`src/rtl/reg_file_scrub.sv`:
```
// Parametrised register file: one write port, two combinational read ports,
// optional write bypass, optional hardwired-zero r0 and a one-entry-per-cycle scrub engine.
module reg_file_scrub #(
  parameter int WIDTH   = 8,
  parameter int ADDR_W  = 3,
  parameter bit BYPASS  = 1'b1,
  parameter bit ZERO_R0 = 1'b0
) (
  input  logic              CLK,
  input  logic              RESET,
  input  logic [WIDTH-1:0]  IN,
  input  logic [ADDR_W-1:0] INADDRESS,
  input  logic              WRITE,
  input  logic [ADDR_W-1:0] OUT1ADDRESS,
  input  logic [ADDR_W-1:0] OUT2ADDRESS,
  output logic [WIDTH-1:0]  OUT1,
  output logic [WIDTH-1:0]  OUT2,
  input  logic              CLEAR,
  output logic              BUSY,
  output logic              WERR,
  output logic              state_dbg
);

  localparam int DEPTH = 1 << ADDR_W;
  localparam logic [ADDR_W-1:0] LAST = ADDR_W'(DEPTH - 1);

  typedef enum logic {IDLE = 1'b0, SCRUB = 1'b1} state_t;

  state_t            state, state_next;
  logic [ADDR_W-1:0] ptr, ptr_next;
  logic [WIDTH-1:0]  regs [DEPTH];
  logic              idle_write;
  logic              write_ok;
  logic              write_drop;

  // A write lands only in IDLE without a competing scrub request; CLEAR wins.
  assign idle_write = WRITE && (state == IDLE) && !CLEAR;
  assign write_ok   = idle_write && !(ZERO_R0 && (INADDRESS == '0));
  assign write_drop = WRITE && ((state == SCRUB) || CLEAR);

  assign BUSY      = (state == SCRUB);
  assign state_dbg = state;

  always_comb begin
    state_next = state;
    ptr_next   = ptr;
    case (state)
      IDLE: begin
        if (CLEAR) begin
          state_next = SCRUB;
          ptr_next   = '0;
        end
      end
      SCRUB: begin
        ptr_next = ptr + 1'b1;
        if (ptr == LAST) begin
          state_next = IDLE;
          ptr_next   = '0;
        end
      end
      default: begin
        state_next = IDLE;
        ptr_next   = '0;
      end
    endcase
  end

  always_ff @(posedge CLK or negedge RESET) begin
    if (!RESET) begin
      state <= IDLE;
      ptr   <= '0;
      WERR  <= 1'b0;
    end else begin
      state <= state_next;
      ptr   <= ptr_next;
      WERR  <= write_drop;
    end
  end

  always_ff @(posedge CLK or negedge RESET) begin
    if (!RESET) begin
      for (int i = 0; i < DEPTH; i++) regs[i] <= '0;
    end else if (state == SCRUB) begin
      regs[ptr] <= '0;
    end else if (write_ok) begin
      regs[INADDRESS] <= IN;
    end
  end

  // Zero-r0 override takes precedence over forwarding of an in-flight write.
  function automatic logic [WIDTH-1:0] read_port(input logic [ADDR_W-1:0] addr);
    logic [WIDTH-1:0] data;
    data = regs[addr];
    if (ZERO_R0 && (addr == '0)) data = '0;
    else if (BYPASS && idle_write && (INADDRESS == addr)) data = IN;
    return data;
  endfunction

  assign OUT1 = read_port(OUT1ADDRESS);
  assign OUT2 = read_port(OUT2ADDRESS);

endmodule

```
`config.mk`:
```
export PLATFORM = sky130hd
export DESIGN_NAME = reg_file_scrub
export DESIGN_NICKNAME = d
export VERILOG_FILES = /design/src/rtl/reg_file_scrub.sv
export SDC_FILE = /design/constraint.sdc
export NUM_CORES = 1
export LEC_CHECK = 0
export CORE_MARGIN = 5
export CORE_UTILIZATION = 55
export DETAILED_ROUTE_END_ITERATION = 7
export GPL_TIMING_DRIVEN = 0
export PLACE_DENSITY = 0.89
export SYNTH_ARGS = -nofsm -noshare
export SYNTH_HDL_FRONTEND = slang
export SYNTH_SLANG_ARGS = --single-unit
export TNS_END_PERCENT = 1
```
`constraint.sdc`:
```
create_clock -name CLK -period 2.4 [get_ports CLK]
set_input_delay 0.24 -clock CLK [delete_from_list [all_inputs] [get_ports CLK]]
set_output_delay 0.24 -clock CLK [all_outputs]
set_load 0.01 [all_outputs]
```
# Word-level counts from Yosys, hierarchy flattened
# Cells that the tools add are included.
# totals
reg_bits,69
latch_bits,0
ramBits,0
romBits,0
input_bits,21
out_inout_bits,19
word_cells,60
memories,0
# classes
add_sub_neg,1
n_mul,0
n_div,0
n_lt_le_gt_ge,6
eq_ne,4
shifts,0
n_mux,21
bitwise,7
reduce_logical,10
# op_table
op,count
$mux 64,2
$and 64x64->64,1
$bwmux 64,1
$mux 8,8
$not 64->64,1
$bmux 8 s3,2
$demux 8 s3,2
$ge 4x4->1 const B,4
$not 3->4,4
$lt 4x1->1 const B,2
$logic_and 1x1->1,7
$eq 3x3->1,2
$mux 3,2
$pmux 3 s2,1
$add 3x1->3 const B,1
$eq 3x3->1 const B,1
$mux 1,2
$ne 2x2->1 const B,1
$pmux 1 s2,1
$reduce_bool 2->1,1
$logic_not 1->1,1
$logic_or 1x1->1,1
$not 1->1,1

# Logic depth before layout (Yosys ltp)
# depth
word_depth,8
mapped_depth,5
mapped_depth_nobuf,5

# Worst setup path before layout
# Ideal clock, no wire load.
# synth_path
kind,flip-flop to output port
startpoint,register state (netlist: BUSY)
endpoint,output OUT2[0]
t_arrival_ns,1.645
required_time_ns,2.160
path_slack_ns,0.515
path_stages_with_launch,5
n_path_buf,1
path_cell_list,dfrtp_1 buf_2 nor3b_1 nand4_2 mux2_4
# synth_between
elab_chain_len,5
# synth_rtl
item,line,text
"start, declared",29,"state_t state, state_next;"
"start signal, assigned",74,state <= state_next;
$not 1->1,37,assign idle_write = WRITE && (state == IDLE) && !CLEAR;
$logic_and 1x1->1 (2 in a row),37,
$logic_and 1x1->1,95,else if (BYPASS && idle_write && (INADDRESS == addr)) data = IN;
$mux 8,95,
"end, declared",17,"output logic [WIDTH-1:0] OUT2,"
# Every way passes these cells.

# Final worst setup path
# layout_path
startpoint,register state (netlist: BUSY)
endpoint,output OUT2[1]
# The elaborated chain is that of the path after synthesis.

==> metrics.csv <==
stage,metric,value,unit
hold_path,hold_class,in2async,
clock_tree,cts.htree.levels,3,
synthesis,ys_warn_count,0,
placement,gp_congestion,0.824,
sta,hold_viol_final,10,
sta,max_freq,424,MHz
critical_path,crit_top_cell,buf_6,
sta,worst_pin_slew,1040,ps
floorplanning,fp-row-count,31,
cells_and_area,final_cell_mix,"dfrtp_1, a22o_1, mux4_2",
critical_path,crit_chain,"buf_6, nor3b_4, nand4_4, buf_6, mux2_4, buf_6",
critical_path,cp_max_fo,6,
routing,vias,3025,
clock_tree,clockBufferDepth,2,
power_and_ir_drop,power_frac_comb,0.308,
critical_path,reg2reg_from,BUSY$_DFF_PN0_,
cells_and_area,antennaDiodeCount,0,
sta,relSlewSlack,0.307,
power_and_ir_drop,share_seq_of_total_power,0.403,
routing,firstDrtPassIters,5,
critical_path,cp.arrival,2120,ps
cells_and_area,drive_above_1_share,0.328,
clock_tree,cts_tree,built,
clock_tree,clk_latency,360,ps
routing,drt_iter0_drc,213,
clock_tree,cts_buffers,9,
cells_and_area,utilization,0.654,
critical_path,cp_num_buf_inv,3,
floorplanning,coreArea,0.00725,mm^2
run,maxCapViolations,0,
placement,dp_hpwl,7280,um
critical_path,r2r_cells,5,
floorplanning,ios,40,
critical_path,required,2160,ps
clock_tree,clkTransAtPathRegs,80,ps
critical_path,endpoint_kind,primary output,
power_and_ir_drop,switching_share,0.334,
routing,routedWlPerCell,25.5,um
cells_and_area,multi_input_area,0.00218,mm^2
power_and_ir_drop,power.total,3.86,mW
cells_and_area,regArea,0.00173,mm^2
cells_and_area,mostFrequentLayoutCell,dfrtp_1,
critical_path,reg2reg_slack,200,ps
routing,drc,0,
cells_and_area,fillerInstances,508,
power_and_ir_drop,switchingPower,1.29,mW
floorplanning,die_y,96.2,um
critical_path,slowest_stage,dfrtp_1,
sta,finalCritPeriodShare,0.983,
clock_tree,cts_root_buf,clkbuf_8,
run_status,violations,negative hold slack,
sta,skew,7.17,ps
floorplanning,initial_core_util,0.564,
synthesis,synth-edff-count,0,
power_and_ir_drop,power_density,815,mW/mm^2
grt,antenna_found_initial,0,
grt,grt.total_usage,0.252,
routing,wirelength,10900,um
clock_tree,postCtsHoldBufs,0,
cells_and_area,final_nets,347,
critical_path,crit_path_start_kind,flip-flop,
synthesis,yosysSeqAreaShare,0.422,
floorplanning,dieArea,0.00926,mm^2
critical_path,critPathMaxStageDelay,430,ps
grt,grt_pass1_vias,2974,
grt,grt_max_degree,70,
critical_path,criticalPathCategory,reg2out,
sta,whs,-25.2,ps
synthesis,syn_area_per_cell,14.5,um^2
grt,grt_pass1_wl,16800,um
cells_and_area,area_growth_syn_to_layout,15.9,%
synthesis,ys_async_sr_fraction,1.00,
run_status,status,"finished, violations left",
power_and_ir_drop,p_clk_frac,0.289,
synthesis,synth_cell_types,37,
clock_tree,clock-sinks,69,
routing,avgViaCountPerCell,7.07,
critical_path,r2r-end,regs[61]$_DFFE_PN0P_,
sta,setup_violations,0,
critical_path,startpoint,BUSY$_DFF_PN0_,
power_and_ir_drop,leakagePower,2.24,nW
routing,ant_nets,0,
grt,gr-total-overflow,0,
sta,rsz0062_at_grt,yes,
power_and_ir_drop,vdd_drop_max,0.376,mV
synthesis,synthesis.nets,305,
synthesis,synth_area,0.00409,mm^2
critical_path,crit_family,simple AND/OR/NAND/NOR gates,
sta,drv_slew,0,
synthesis,ys.flop_type,dfrtp_1,
synthesis,synthCells,282,
sta,min_period,2360,ps
floorplanning,die_w,96.2,um
synthesis,synth_seq_cells,69,
placement,portBuffers,23,
power_and_ir_drop,internal_power,2.57,mW
-- sequential cells by signal, summed over array words and instances, names as in the netlist --
signal,cells
BUSY,1
ptr,3
WERR,1
regs,64
-- synth_stat cells (2+ instances only) --
cell type  number  area (um^2)
a21oi_1         6         30.0
a22o_1         64          561
a32oi_1         2         17.5
and2_1          4         25.0
and3b_1         2         17.5
and4b_1         3         30.0
buf_1           8         30.0
buf_12          2         40.0
buf_2           8         40.0
buf_6           2         22.5
buf_8           2         30.0
clkbuf_1        5         18.8
dfrtp_1        69         1730
ha_1            2         25.0
inv_1           3         11.3
mux2_2         16          180
mux2_4         16          240
mux4_1         16          420
mux4_2         16          360
nand2_1         4         15.0
nand3b_1        2         15.0
nand4_2         2         25.0
nor2_1          4         15.0
nor2_2          2         12.5
nor3b_1         4         30.0
nor4bb_1        2         20.0
xnor2_1         6         52.6
-- how the worst max path moves through the flow --
stage | cells past startpoint | slack (ps) | end
3_5_place_dp | 6 | -440 | OUT2[5]
6_report | 6 | 40 | OUT2[1]
3_3_place_gp | 1 | -1050 | regs[2]$_DFFE_PN0P_
5_1_grt | 6 | -20 | OUT2[1]
4_1_cts | 6 | -120 | OUT1[1]
2_1_floorplan | 4 | 510 | OUT2[0]
-- metal layers --
layer	part of all wire	track usage	vias up
li1	-	-	1240
met1	0.39	0.335	1547
met2	0.50	0.402	200
met3	0.080	0.0547	38
met4	0.034	0.104	0
met5	0	0	-
-- cells by family (layout without fill, tap and decap cells) --
family	after synthesis	in the layout	share of synthesized area
buffers and inverters	31	78	0.0490
DFF	69	69	0.422
adders and majority gates	2	2	0.00612
muxes	65	65	0.296
and+or+nand+nor	33	33	0.0578
AOI/OAI and AO/OA	76	76	0.156
xor gates and xnor gates	6	6	0.0129
-- power groups by stage --
stage | clock, mW | combinational [mW] | sequential [mW]
after CTS | 1.11 | 1.15 | 1.54
after detailed placement | 0 | 1.14 | 1.56
after floorplan | 0 | 0.780 | 1.50
after global placement | 0 | 1.10 | 1.53
after global routing | 1.16 | 1.26 | 1.58
final | 1.12 | 1.19 | 1.56
-- per-stage QoR --
step / cell area [um^2] / hold slack (ps) / std cells / TNS, ps / worst slack (ps)
global placement: 4440 / 488 / 404 / -78010 / -1050
global route: 4740 / 63.2 / 428 / -58.9 / -17.9
CTS: 4710 / 18.9 / 425 / -451 / -119
floorplan: 4090 / -55.6 / 282 / 0 / 515
finish: 4740 / -25.2 / 428 / 0 / 39.9
detailed placement: 4440 / 406 / 404 / -6610 / -436
-- cell type report --
cell class,instances,area share
well taps,99,0.0261
plain buffers,28,0.0412
repair buffers,31,0.0567
inverters,3,0.00238
flip-flops and latches,69,0.364
multi-input cells,182,0.461
clock inverters,6,0.0198
clock buffers,10,0.0290
-- timing repair --
item / 4_1_cts / 5_1_grt
setup endpoints to repair: 16 / 16
resized for setup: 38 / 27
pin swaps: 3 / 2
buffers inserted: 5 / 3
-- worst reg2reg max path, cell delays in order (launching register included) --
cell and delay [ps]:
dfrtp_1 430, buf_6 150, buf_4 150, clkbuf_1 230
a32oi_1 900, a22o_1 270
Power figures use the tool's default switching activity.
